### src/rtl/pwm_counter_ctrl.sv
// PWM timebase and configuration controller: register file, double-buffered settings,
// prescaled counter and period wrap interrupt feeding pwm_gen.
module pwm_counter_ctrl #(
  parameter int unsigned WIDTH      = 16,
  parameter int unsigned PRESCALE_W = 8
) (
  input  logic                  clk_i,
  input  logic                  rst_i,
  input  logic                  wr_en_i,
  input  logic                  rd_en_i,
  input  logic [2:0]            addr_i,
  input  logic [WIDTH-1:0]      wdata_i,
  output logic [WIDTH-1:0]      rdata_o,
  output logic                  rd_valid_o,
  output logic [WIDTH-1:0]      count_val_o,
  output logic [WIDTH-1:0]      period_o,
  output logic [WIDTH-1:0]      compare1_o,
  output logic [WIDTH-1:0]      compare2_o,
  output logic [1:0]            functions_o,
  output logic                  pwm_en_o,
  output logic                  period_irq_o
);

  typedef enum logic [1:0] {StIdle, StLoad, StRun} state_e;

  localparam logic [WIDTH-1:0]      CountOne = WIDTH'(1);
  localparam logic [PRESCALE_W-1:0] PcOne    = PRESCALE_W'(1);

  state_e                state_q, state_d;
  logic [WIDTH-1:0]      count_q, count_d;
  logic [PRESCALE_W-1:0] pc_q, pc_d;
  logic                  cnt_en_q, pwm_en_q, one_shot_q, overflow_q, irq_q;
  logic [1:0]            func_sh_q, func_q;
  logic [WIDTH-1:0]      period_sh_q, cmp1_sh_q, cmp2_sh_q;
  logic [WIDTH-1:0]      period_q, cmp1_q, cmp2_q;
  logic [PRESCALE_W-1:0] presc_sh_q, presc_q;
  logic [WIDTH-1:0]      rdata_q, rd_mux;
  logic                  rd_valid_q;

  logic             ctrl_wr, start_wr, stop_wr, cnt_rst, tick, at_end, wrap, copy;
  logic [WIDTH-1:0] eff_period;

  assign ctrl_wr    = wr_en_i && (addr_i == 3'd0);
  assign start_wr   = ctrl_wr && wdata_i[0];
  assign stop_wr    = ctrl_wr && !wdata_i[0];
  assign cnt_rst    = ctrl_wr && wdata_i[5];
  assign eff_period = (period_q == '0) ? CountOne : period_q;
  assign tick       = (pc_q == presc_q);
  // >= rather than == so a period that shrank below the count still wraps.
  assign at_end     = (count_q >= (eff_period - CountOne));

  always_comb begin
    state_d = state_q;
    count_d = count_q;
    pc_d    = pc_q;
    wrap    = 1'b0;
    copy    = 1'b0;
    unique case (state_q)
      StIdle: begin
        copy = 1'b1;
        if (start_wr) state_d = StLoad;
      end
      StLoad: begin
        copy    = 1'b1;
        count_d = '0;
        pc_d    = '0;
        state_d = stop_wr ? StIdle : StRun;
      end
      StRun: begin
        if (stop_wr) begin
          state_d = StIdle;
        end else if (tick) begin
          pc_d = '0;
          if (at_end) wrap = 1'b1;
          else        count_d = count_q + CountOne;
        end else begin
          pc_d = pc_q + PcOne;
        end
      end
      default: state_d = StIdle;
    endcase
    // A counter reset swallows a coinciding wrap entirely.
    if (cnt_rst) begin
      count_d = '0;
      pc_d    = '0;
      wrap    = 1'b0;
    end
    if (wrap) begin
      count_d = '0;
      copy    = 1'b1;
      if (one_shot_q) state_d = StIdle;
    end
  end

  always_comb begin
    rd_mux = '0;
    unique case (addr_i)
      3'd0: rd_mux[5:0] = {1'b0, one_shot_q, func_sh_q, pwm_en_q, cnt_en_q};
      3'd1: rd_mux = period_sh_q;
      3'd2: rd_mux = cmp1_sh_q;
      3'd3: rd_mux = cmp2_sh_q;
      3'd4: rd_mux[PRESCALE_W-1:0] = presc_sh_q;
      3'd5: rd_mux[1:0] = {overflow_q, state_q != StIdle};
      3'd6: rd_mux = count_q;
      default: rd_mux = '0;
    endcase
  end

  always_ff @(posedge clk_i) begin
    if (rst_i) begin
      state_q     <= StIdle;
      count_q     <= '0;
      pc_q        <= '0;
      cnt_en_q    <= 1'b0;
      pwm_en_q    <= 1'b0;
      one_shot_q  <= 1'b0;
      overflow_q  <= 1'b0;
      irq_q       <= 1'b0;
      func_sh_q   <= '0;
      func_q      <= '0;
      period_sh_q <= '0;
      cmp1_sh_q   <= '0;
      cmp2_sh_q   <= '0;
      presc_sh_q  <= '0;
      period_q    <= '0;
      cmp1_q      <= '0;
      cmp2_q      <= '0;
      presc_q     <= '0;
      rdata_q     <= '0;
      rd_valid_q  <= 1'b0;
    end else begin
      state_q    <= state_d;
      count_q    <= count_d;
      pc_q       <= pc_d;
      irq_q      <= wrap;
      rd_valid_q <= rd_en_i;
      if (rd_en_i) rdata_q <= rd_mux;
      // Active copy takes the pre-write shadow values.
      if (copy) begin
        period_q <= period_sh_q;
        cmp1_q   <= cmp1_sh_q;
        cmp2_q   <= cmp2_sh_q;
        presc_q  <= presc_sh_q;
        func_q   <= func_sh_q;
      end
      if (ctrl_wr) begin
        cnt_en_q   <= wdata_i[0];
        pwm_en_q   <= wdata_i[1];
        func_sh_q  <= wdata_i[3:2];
        one_shot_q <= wdata_i[4];
      end else if (wrap && one_shot_q) begin
        cnt_en_q <= 1'b0;
      end
      if (wr_en_i && addr_i == 3'd1) period_sh_q <= wdata_i;
      if (wr_en_i && addr_i == 3'd2) cmp1_sh_q   <= wdata_i;
      if (wr_en_i && addr_i == 3'd3) cmp2_sh_q   <= wdata_i;
      if (wr_en_i && addr_i == 3'd4) presc_sh_q  <= wdata_i[PRESCALE_W-1:0];
      if (wrap) overflow_q <= 1'b1;
      else if (wr_en_i && addr_i == 3'd5 && wdata_i[1]) overflow_q <= 1'b0;
    end
  end

  assign rdata_o      = rdata_q;
  assign rd_valid_o   = rd_valid_q;
  assign count_val_o  = count_q;
  assign period_o     = period_q;
  assign compare1_o   = cmp1_q;
  assign compare2_o   = cmp2_q;
  assign functions_o  = func_q;
  assign pwm_en_o     = pwm_en_q;
  assign period_irq_o = irq_q;

endmodule

### config.mk
export PLATFORM = sky130hd
export DESIGN_NAME = pwm_counter_ctrl
export DESIGN_NICKNAME = d
export VERILOG_FILES = /design/src/rtl/pwm_counter_ctrl.sv
export SDC_FILE = /design/constraint.sdc
export NUM_CORES = 1
export LEC_CHECK = 0
export ABC_CLOCK_PERIOD_IN_PS = 7300
export BUFFER_PORTS_ARGS = -buffer_cell sky130_fd_sc_hd__buf_2
export CAP_MARGIN = 20
export CORE_ASPECT_RATIO = 0.5
export CORE_MARGIN = 8
export CORE_UTILIZATION = 24
export CTS_BUF_LIST = sky130_fd_sc_hd__clkbuf_4 sky130_fd_sc_hd__clkbuf_8
export DETAILED_ROUTE_END_ITERATION = 16
export PLACE_DENSITY = 0.49
export SYNTH_ARGS = -nofsm -noshare
export SYNTH_HDL_FRONTEND = slang
export SYNTH_SLANG_ARGS = --single-unit
### constraint.sdc
create_clock -name clk_i -period 7.3 [get_ports clk_i]
set_input_delay 0.365 -clock clk_i [delete_from_list [all_inputs] [get_ports clk_i]]
set_output_delay 0.365 -clock clk_i [all_outputs]
set_load 0.005 [all_outputs]
### Yosys cells after proc, flatten, opt, wreduce, memory -nomap -nowiden

Cells that the tools add are included.

* add/sub/neg operators: 3
* magnitude comparators: 1
* eq/ne operators: 12
* multiplexer cells: 29
* reductions and logical operators: 24

Operators by type and width (count)
* 2-to-1 mux 16 bit: 4
* case mux 16 bit (2 select lines): 1
* case mux 8 bit (4 select lines): 1
* case mux 4 bit (6 select lines): 1
* adder 16 x 1 -> 16 bit, second input constant: 1
* greater-or-equal comparator 16 bit: 1
* zero test 16 bit: 1
* 2-to-1 mux 8 bit: 2
* case mux 8 bit (2 select lines): 1
* subtractor 16 x 1 -> 16 bit, second input constant: 1
* case mux 2 bit (7 select lines): 1
* logical AND 1 bit: 11
* 2-to-1 mux 1 bit: 11
* 2-to-1 mux 2 bit: 5
* case mux 2 bit (5 select lines): 1
* == test 3 bit, second input constant: 3
* adder 8 x 1 -> 8 bit, second input constant: 1
* == test 8 bit: 1
* nonzero test 2 bit: 4
* == test 3 x 2 -> 1 bit, second input constant: 2
* != test 2 bit, second input constant: 3
* case mux 2 bit (3 select lines): 1
* AND reduction 4 bit: 1
* OR reduction 2 bit: 2
* other kinds (8): 8

* register bits after elaboration: 164
* input port bits: 23
* output and inout bits: 85
* word-level logic and storage cells: 89

### Depth between registers and ports, before layout

Gate-level depths: netlist of the first run.

* word-level depth: 12
* depth in mapped cells: 17
* gate-level depth less buffers: 14

### Worst setup path after synthesis of the first run

No wires, ideal clock.

* path kind: reg2reg
* start: register period_q[2], in the netlist period_o[2]
* end: register cmp2_q[0], in the netlist compare2_o[0]
* library setup time: 0.120 ns
* arrival: 3.896 ns
* data required time: 7.180 ns
* path slack: 3.284 ns
* cell stages (with the launch flop): 18
* buffers on the path: 3
* period minus slack after synthesis: 4.016 ns
* path through: dfxtp_1 > or4_1 > nor4_1 > a31oi_1 > ha_1 > nand2_1 > nor3_1 > xnor2_1 > ha_1 > nand4_1 > nor3_2 > or4b_1 > buf_2 > nand3_2 > a31oi_1 > buf_6 > buf_6 > mux2i_1

* longest elaborated chain between the ends: 10

Ends and longest elaborated chain
* start: declaration: RTL line 35 `logic [WIDTH-1:0] period_q, cmp1_q, cmp2_q;`
* start signal: assignment: RTL line 140 `period_q <= period_sh_q;`
* zero test 16 bit: RTL line 47 `assign eff_period = (period_q == '0) ? CountOne : period_q;`
* 2-to-1 mux 16 bit *: RTL line 47
* subtractor 16 x 1 -> 16 bit *: RTL line 50 `assign at_end = (count_q >= (eff_period - CountOne));`
* greater-or-equal comparator 16 bit *: RTL line 50
* 2-to-1 mux 1 bit *: RTL line 74 `if (at_end) wrap = 1'b1;`
* 2-to-1 mux 1 bit *: RTL line 72 `end else if (tick) begin`
* 2-to-1 mux 1 bit *: RTL line 70 `if (stop_wr) begin`
* 2-to-1 mux 1 bit *: RTL line 58 `unique case (state_q)`
* 2-to-1 mux 1 bit *: RTL line 83 `if (cnt_rst) begin`
* 2-to-1 mux 1 bit *: RTL line 88 `if (wrap) begin`
* end signal: assignment: RTL line 142 `cmp2_q <= cmp2_sh_q;`
* end: declaration: RTL line 35

Every way passes the cells marked *; elsewhere a longest branch is shown, timed or not.
A chain may end at the register's enable or synchronous reset.

### Worst setup path after layout of the first run

* start: register period_q[2], in the netlist period_o[2]
* end: register cmp2_q[6], in the netlist compare2_o[6]

Same word-level chain as after synthesis.

==> impl_metrics.ini, run 1 <==
[route]
drc = 0
drt_iter0_markers = 452
totalWireLength_mm = 25.14
vias = 6916
wire_per_inst_um = 17.09
drt-vias-per-instance = 4.702
firstDrtPassIters = 5
ant_nets = 0

[timing]
setup-violations-final = 0
setup_slack_ps = 2326
clock.fmax_mhz = 201.0
finClkSkew_ps = 18.71
whs_ps = 163.6
slew_headroom_pct = 31.07
tightest_slew_ps = 1034
finalSetupTns_ps = 0
post-route-min-period_ps = 4974
hold_viol = 0
rsz0062_at_grt = false
maxSlewViolCount = 0
timing.final.crit_share_pct = 68.14

[setup_path]
cp_slowest_cell = buf_4
slowest_delay_ps = 790
crit_chain = or4_1 > nor4_1 > a31oi_1 > ha_1 > nand2_1 > nor3_1 > xnor2_1 > ha_1 > nand4_1 > nor3_1 > a211oi_2 > nand3_2 > a31oi_4 > buf_4 > mux2i_1
cp_data_required_time_ps = 7690
rr_endpoint = compare2_o[6]
cp-end-kind = flip-flop
crit_arrival_ps = 5360
ff2ff_setup_slack_ps = 2330
cp_max_fo = 58
path_class = flip-flop to flip-flop
reg2reg_depth = 15
r2r-start = period_o[2]
crit_path_start_kind = flip-flop

[synthesis]
ys_seq_area_share_pct = 40.82
synth_warnings = 0
ys_types = 57
synthArstFlopShare_pct = 0
synth_area_leader_cell = dfxtp_1
yosys.area.top_type_share_pct = 40.82
avgSynthCellArea_um2 = 8.520
synthCells = 944
synth_edf_count = 0
synth.area.top_cells = dfxtp_1, nand2b_1, mux2i_1
syn_nets = 986
syn_area_um2 = 8043
synth_ff_type = dfxtp_1
ys_seq_elements = 164

[clocking]
cts_tree = done
cts_root_buf = clkbuf_8
cts_buffers = 17
ctsHoldBuffers = 0
postCtsSetupBuffers = 0
h-tree-depth = 4
cts_buffer_depth = 2
clkLatencyLatePin_ps = 470
clkTransAtPathRegs_ps = 110
post_cts_resized = 0
clock_sinks = 164

[die]
die_x_um = 274.9
core_um2 = 33050
start_util_pct = 24.34
die_area_um2 = 39980
rows = 47
die_h_um = 145.4
io_pins = 108

[final_layout]
multi_input_comb_area_um2 = 4494
seqCellArea_um2 = 3283
nets = 1059
final-instance-count-excl-fill = 1471
area_delta_synth_final_pct = 15.76
diodes = 0
nFillCells = 3573
drive_above_1_share_pct = 16.41

[grt]
grt_pass1_vias = 6727
grt_usage_pct = 12.37
grt_max_degree = 93
antenna_found_initial = 0
grt_overflow = 0
grt_pass1_wl_mm = 39.53

[power]
power.density_nw_per_um2 = 186.4
vdd_drop_max_v = 0.0001128
p_leak_nw = 3.332

[placed_design]
globalplace.congestion = 0.8330
io_buffers = 107
dp_cells = 1439
dp_slack_ps = 2324
dp_hpwl_mm = 18.35

[outcome]
status = finished, final reports clean

[worst_hold_path]
worstHoldStart = wdata_i[11]
hold_path.class = input pin to flip-flop
whs_endpoint = cmp1_sh_q[11]
hold_path_depth = 3

[job]
drv_cap = 0
[kinds of logic after synthesis]
group / synth area share, %
buf+inv: 3.485
xor+xnor: 2.396
compound gates: 13.38
flops: 40.82
simple gates: 26.49
fa+ha+maj: 2.956
mux: 10.47
[worst max path at each step]
stage	slack [ps]	from	endpoint
5_1_grt	1940	period_o[2]	compare2_o[8]
2_1_floorplan	3280	period_o[2]	compare2_o[0]
3_3_place_gp	2540	period_o[2]	compare2_o[12]
6_report	2330	period_o[2]	compare2_o[6]
3_5_place_dp	2320	period_o[2]	compare2_o[9]
4_1_cts	2290	period_o[2]	compare2_o[9]
[flip-flops by register name, summed over array words and instances, names as in the netlist, 2 cells and up]
| name | count |
|---|---|
| func_sh_q | 2 |
| pc_q | 8 |
| rdata_o | 16 |
| state_q | 2 |
| compare1_o | 16 |
| period_o | 16 |
| compare2_o | 16 |
| period_sh_q | 16 |
| presc_sh_q | 8 |
| count_val_o | 16 |
| cmp2_sh_q | 16 |
| cmp1_sh_q | 16 |
| presc_q | 8 |
| functions_o | 2 |
[area by class of cell]
type                            instances  area share [%]
Inverter                                9          0.3629
Timing Repair Buffer                  111           6.101
Clock inverter                         14           1.411
Tap cell                              441           5.927
Clock buffer                           18           2.661
Multi-Input combinational cell        714           48.27
Sequential cell                       164           35.26
[layer usage]
metal  wire length [um]  vias to the layer above  GRT usage (%)
met4                432                        0          3.323
met5                  0                        -              0
li1                   -                     3400              -
met2              12030                      143          20.55
met3               1075                       31          2.657
met1              11610                     3342          16.09
[per-stage QoR]
stage               area [um^2]  total power, mW  utilization (%)
floorplan                  8043            1.052                -
global placement           8931            1.102            27.02
detailed placement         8931            1.105            27.02
CTS                        9310            1.755            28.17
global route               9310            1.813            28.17
finish                     9310            1.735            28.17
[power by group]
part	internal, mW	switching [mW]	leakage (nW)
sequential	0.907	0.0121	1.33
combinational	0.0627	0.102	1.82
clock	0.260	0.390	0.190
[worst max-delay path: cells and delay by family (launching register included)]
| kind | cells | cell delay, ps |
|---|---|---|
| simple gates | 7 | 1780 |
| buf+inv | 1 | 790 |
| flops | 1 | 370 |
| fa+ha+maj | 2 | 590 |
| xor+xnor | 1 | 150 |
| compound gates | 3 | 900 |
| mux | 1 | 270 |
[synthesized netlist by cell type (11+ instances only)]
library cell / count
a21oi_1: 90
o21ai_0: 22
nand2_1: 149
a22oi_1: 17
clkbuf_1: 45
nand4_1: 14
mux2_2: 13
ha_1: 19
mux2i_1: 65
nor2_1: 42
nor2b_1: 21
nor3_1: 11
dfxtp_1: 164
xnor2_1: 16
nand3_1: 14
nand2b_1: 122
[placed cells by master (no fill, tap or decap), drive strengths merged, types with 5 or more instances in the layout]
| master | synthesis | layout |
|---|---|---|
| nand2b | 122 | 122 |
| or4 | 6 | 6 |
| nor2b | 21 | 21 |
| mux2i | 65 | 65 |
| nor3 | 13 | 13 |
| buf | 12 | 111 |
| a211oi | 5 | 5 |
| mux2 | 13 | 13 |
| o21ai | 25 | 25 |
| inv | 9 | 18 |
| nand2 | 149 | 149 |
| nor2 | 42 | 42 |
| ha | 19 | 19 |
| a21oi | 90 | 90 |
| clkbuf | 45 | 18 |
| or3 | 5 | 5 |
| dfxtp | 164 | 164 |
| o21a | 9 | 9 |
| a21boi | 5 | 5 |
| xor2 | 6 | 6 |
| nor4 | 5 | 5 |
| xnor2 | 16 | 16 |
| a22oi | 17 | 17 |
| nand4 | 14 | 14 |
| nand3 | 15 | 15 |
| and3 | 9 | 9 |
No activity file was read; power rests on OpenSTA's default activity.
==> run 2: changes to the inputs <==
ABC_CLOCK_PERIOD_IN_PS = 4100   (was 7300)
PLACE_DENSITY = 0.5   (was 0.49)
clock period = 4.1 ns   (was 7.3 ns; I/O delays follow)
==> run 2 against run 1 <==
Against the previous run: sequential power up 78%; core utilization up 1.2 points; combinational power up 93%; global-route usage down 0.080 points; power up 82%; hold slack worse by 140 ps; register-to-register slack worse by 2100 ps; sequential share of layout area down 1.4 points; flip-flop and latch count unchanged; clock power up 86%; die area unchanged; critical endpoint unchanged; largest cell class unchanged; largest power group unchanged.
==> impl_metrics.ini, run 2 (synthesis results as in run 1) <==
[outcome]
status = finished, final reports clean

[job]
drv_cap = 0

[timing]
finClkSkew_ps = 15.97
maxSlewViolCount = 0
timing.final.crit_share_pct = 94.26
slew_headroom_pct = 40.05
setup-violations-final = 0
whs_ps = 19.56
post-route-min-period_ps = 3865
tightest_slew_ps = 897.5
hold_viol = 0
clock.fmax_mhz = 258.7

[route]
wire_per_inst_um = 16.98
totalWireLength_mm = 25.54
vias = 6997
drt-vias-per-instance = 4.652
ant_nets = 0
drt_iter0_markers = 514
firstDrtPassIters = 5
drc = 0

[clocking]
cts_buffers = 17
cts_buffer_depth = 2
cts_root_buf = clkbuf_8
clkLatencyLatePin_ps = 470
clkTransAtPathRegs_ps = 100
cts_tree = done
h-tree-depth = 4
clock_sinks = 164

[placed_design]
io_buffers = 107
globalplace.congestion = 0.8584
dp_hpwl_mm = 18.46

[setup_path]
cp-end-kind = flip-flop
worst-path-stages = 17
cp_data_required_time_ps = 4460
path_class = flip-flop to flip-flop
crit_arrival_ps = 4220
cp_max_fo = 8
crit_path_start_kind = flip-flop
slowest_delay_ps = 550
reg2reg_depth = 17
crit_family = simple AND/OR/NAND/NOR gates
crit_buf_inv = 3
crit_chain = or4_4 > nor4_2 > buf_4 > a31oi_1 > ha_2 > nand2_1 > nor3_1 > xnor2_1 > ha_1 > nand4_1 > nor3_2 > or4b_4 > nand3_4 > a31oi_4 > buf_12 > clkbuf_16 > mux2i_2
cp_slowest_cell = or4_4

[final_layout]
most-common-layout-cells = dfxtp_1, nand2_1, nand2b_1
nets = 1092
area_delta_synth_final_pct = 20.52
drive_above_1_share_pct = 19.10
final_common_cell = dfxtp_1
diodes = 0

[grt]
antenna_found_initial = 1
grt_overflow = 0
grt_usage_pct = 12.29
grt_pass1_wl_mm = 39.21
grt_pass1_vias = 6756
grt_max_degree = 76

[worst_hold_path]
hold_path_depth = 3
hold_path.class = input pin to flip-flop

[die]
die_area_um2 = 39980
die_x_um = 274.9
die_h_um = 145.4
rows = 47
core_um2 = 33050
io_pins = 108
start_util_pct = 24.34

[power]
power.density_nw_per_um2 = 326.5
p_leak_nw = 3.522
power_mw = 3.164
vdd_drop_max_v = 0.0001891
## run 2: changes by cell type in the layout (fill, tap and decap cells not counted), moves of 2 or more
cell / before / now
buf_12: 0 / 2
buf_6: 0 / 2
dlygate4sd3_1: 0 / 6
or4_4: 0 / 2
buf_4: 5 / 27
nor4_1: 5 / 3
inv_6: 6 / 4
or4_1: 6 / 4
## run 2: stage by stage
step / instance area, um^2 / setup slack, ps / instances / TNS, ps / util (%)
after floorplan: 8043 / 84.48 / 944 / 0 / -
after global placement: 9094 / 92.85 / 1459 / 0 / 27.52
after detailed placement: 9094 / 7.482 / 1459 / 0 / 27.52
after CTS: 9563 / 22.72 / 1497 / 0 / 28.94
after global routing: 9693 / -33.33 / 1504 / -1002 / 29.33
final: 9693 / 235.2 / 1504 / 0 / 29.33
## run 2: power breakdown
part	switching (mW)	total (mW)	leakage (nW)	internal (mW)
clock	0.701	1.21	0.199	0.510
sequential	0.0197	1.64	1.33	1.62
combinational	0.189	0.319	2.00	0.130
total	0.909	3.16	3.52	2.26
## run 2: path summary, 6_finish.rpt
kind                                     start  slack [ps]        endpoint
worst min register to register  compare1_o[15]         480  compare1_o[15]
worst min-delay path               wdata_i[15]          20   cmp1_sh_q[15]
worst max register to register     period_o[2]         240   compare2_o[6]
worst max-delay path               period_o[2]         240   compare2_o[6]
## run 2: worst register-to-register path, delay by kind of cell, from the launching register on
family          cells  cell delay [ps]
compound gates      2              220
xor+xnor            1              150
fa+ha+maj           2              520
buf+inv             3              500
flops               1              320
mux                 1              170
simple gates        8             1890
## run 2: area by class of cell
| class | count | area, um^2 |
|---|---|---|
| multi-input combinational | 714 | 4541 |
| inverter | 9 | 33.78 |
| fill | 3577 | 23360 |
| sequential | 164 | 3283 |
| clock buffer | 17 | 234.0 |
| clock inverter | 15 | 168.9 |
| timing repair buffer | 144 | 880.8 |
| tap | 441 | 551.8 |
## run 2: what timing repair did
item                                   in CTS  in global routing
gates resized for setup                     1                 12
pin swaps                                   0                  5
buffers inserted                            0                  4
endpoints found under the hold margin      17                  0
cloned                                      0                  3
hold buffers                                6                  0
setup endpoints to repair                   2                 75
## run 2: per-layer routing
layer / routed length (um) / track usage [%]
met4: 397 / 3.402
met1: 11940 / 16.02
met3: 1123 / 2.772
met2: 12070 / 20.23
met5: 10 / 0
==> run 3: changes to the inputs <==
ABC_AREA = 1   (was default)
==> run 3 against run 2 <==
Against the previous run: wire length up 11%; non-clock buffer count is 17 lower; setup slack better by 190 ps; maximum frequency up 5.0%; cell area fell by 1.2%; flip-flop and latch count is the same; combinational power grew 14%; count of clock-buffer cells in the layout increased by 1; critical path depth grew 7; hold slack improved by 13 ps; core utilization shrank 0.50 points; clock skew is 1.7 ps higher.
==> impl_metrics.ini, run 3 <==
[synthesis]
synth_warnings = 0
ys_seq_area_share_pct = 40.33
synth_ff_type = dfxtp_1
synth_edf_count = 0
synthAdderAreaFrac_pct = 2.920
muxShareOfSynthArea_pct = 0
syn_area_um2 = 8140
synth_xor_area_share_pct = 3.228
synthArstFlopShare_pct = 0
ys_types = 37
ys_seq_elements = 164
synthCells = 1184
synth_area_leader_cell = dfxtp_1
yosys.area_share.simple_pct = 29.19
synth_compound_area_share_pct = 15.26
syn_nets = 1226
synth.most_common_cell = nand2_1
yosys.area.top_type_share_pct = 40.33
avgSynthCellArea_um2 = 6.875
synthTopCellsByCount = nand2_1, nor2_1, dfxtp_1
synth_top_family_by_area = simple AND/OR/NAND/NOR gates
synth.area.top_cells = dfxtp_1, nand2_1, nor2_1

[clocking]
cts_tree = done
cts_buffer_depth = 2
cts_buffers = 17
clkTransAtPathRegs_ps = 100
cts_root_buf = clkbuf_8
h-tree-depth = 4
clock_sinks = 164
clkLatencyLatePin_ps = 480

[grt]
grt_pass1_vias = 7346
antenna_found_initial = 0
grt_pass1_wl_mm = 44.18
grt_max_degree = 102
grt_usage_pct = 13.65
grt_overflow = 0

[die]
io_pins = 108
die_area_um2 = 40420
rows = 47
core_um2 = 33230
die_h_um = 146.2
start_util_pct = 24.50
die_x_um = 276.5

[setup_path]
crit_arrival_ps = 4050
r2r-start = period_o[4]
crit_top_cell = nand2_1
crit_chain = inv_1 > nand3_1 > nor2_1 > nand2_1 > nand2_1 > inv_1 > ha_1 > nand2_1 > nor2_2 > nand3_1 > nor3_1 > xor2_1 > inv_1 > ha_1 > nand2_1 > o21ai_0 > a21oi_2 > nand2_1 > nand3_4 > buf_12 > buf_4 > nand3_1 > nand2_1 > nor2_1
cp_data_required_time_ps = 4470
slowest_delay_ps = 420
crit_path_start = period_o[4]
crit_path_start_kind = flip-flop
cp-end-kind = flip-flop
path_class = flip-flop to flip-flop
cp_max_fo = 31
cp_slowest_cell = dfxtp_1

[placed_design]
io_buffers = 107
globalplace.congestion = 0.8778
dp_hpwl_mm = 20.48

[timing]
post-route-min-period_ps = 3679
finClkSkew_ps = 17.68
timing.final.crit_share_pct = 89.73
finalSetupTns_ps = 0
clock.fmax_mhz = 271.8
rsz0062_at_grt = false
slew_headroom_pct = 25.84
setup-violations-final = 0
maxSlewViolCount = 0
hold_viol = 0
tightest_slew_ps = 1112

[route]
totalWireLength_mm = 28.40
wire_per_inst_um = 16.50
ant_nets = 0
vias = 7836
firstDrtPassIters = 8
drc = 0
drt_iter0_markers = 638
drt-vias-per-instance = 4.553

[power]
power_mw = 3.354
power_frac_clock_pct = 39.7
power.density_nw_per_um2 = 350.2
p_leak_nw = 3.896
p_int_mw = 2.383
vdd_drop_max_v = 0.0001426
swShare_pct = 28.95
power_switching_mw = 0.9709
comb_power_share_pct = 10.9
p_seq_share_pct = 49.4

[final_layout]
drive_above_1_share_pct = 14.84
nets = 1309
most-common-layout-cells = nand2_1, nor2_1, dfxtp_1
multi_input_comb_area_um2 = 4133
area_delta_synth_final_pct = 17.66
final_common_cell = nand2_1
diodes = 0
nFillCells = 3667
seqCellArea_um2 = 3287

[outcome]
status = finished, final reports clean

[worst_hold_path]
hold_path.class = input pin to flip-flop
worstHoldStart = wdata_i[11]

[job]
drv_cap = 0
-- run 3: final cells by class --
| class | count | area share (%) |
|---|---|---|
| repair buffers | 127 | 7.524 |
| clock buffers | 18 | 2.521 |
| clock inverters | 14 | 2.064 |
| inverters | 119 | 4.664 |
| multi-input cells | 838 | 43.15 |
| well taps | 441 | 5.761 |
| flip-flops and latches | 164 | 34.32 |
-- run 3: final timing paths --
path                            slack (ps)        endpoint  cells past startpoint
worst max-delay path                   420  compare1_o[10]                     24
worst min-delay path                    30   cmp1_sh_q[11]                      3
worst max register to register         420  compare1_o[10]                     24
worst min register to register         470   cmp2_sh_q[15]                      2
-- run 3: logic make-up after synthesis --
group	after synthesis
simple gates	566
compound gates	223
buf+inv	182
flops	164
xor+xnor	30
fa+ha+maj	19
-- run 3: power by group through the flow --
stage          Clock (mW)  Combinational (mW)  Sequential, mW
2_1_floorplan           0               0.245            1.68
3_3_place_gp            0               0.362            1.69
3_5_place_dp            0               0.360            1.69
4_1_cts              1.36               0.365            1.66
5_1_grt              1.42               0.415            1.66
6_report             1.33               0.365            1.66
-- run 3: metal layers --
metal	global-route usage [%]	share of wire [%]	vias to the layer above
li1	-	-	4001
met5	0	0	-
met4	3.595	1.4	0
met2	23.01	48	156
met1	17.94	47	3655
met3	2.322	3.8	24
-- run 3: stage by stage --
stage               utilization (%)  area (um^2)  cells  setup WS (ps)  hold slack (ps)
floorplan                         -         8140   1184          939.8            339.9
global placement              27.32         9077   1683          369.1            450.1
detailed placement            27.32         9077   1683          309.6            453.4
CTS                           28.76         9557   1719          292.6            8.161
global route                  28.83         9578   1721          17.32            21.12
finish                        28.83         9578   1721          421.0            32.82
-- run 3: repair_timing --
| action | CTS | global route |
|---|---|---|
| hold endpoints to repair | 7 | 0 |
| setup buffers | 0 | 2 |
| hold buffers | 4 | 0 |
| gates resized for setup | 0 | 2 |
| endpoints found under the setup margin | 0 | 15 |
-- run 3: critical path: cells and delay by family, from the launching register on --
family	cells	cell delay, ps
compound gates	2	290
flops	1	420
simple gates	14	1590
fa+ha+maj	2	440
buf+inv	5	650
xor+xnor	1	170
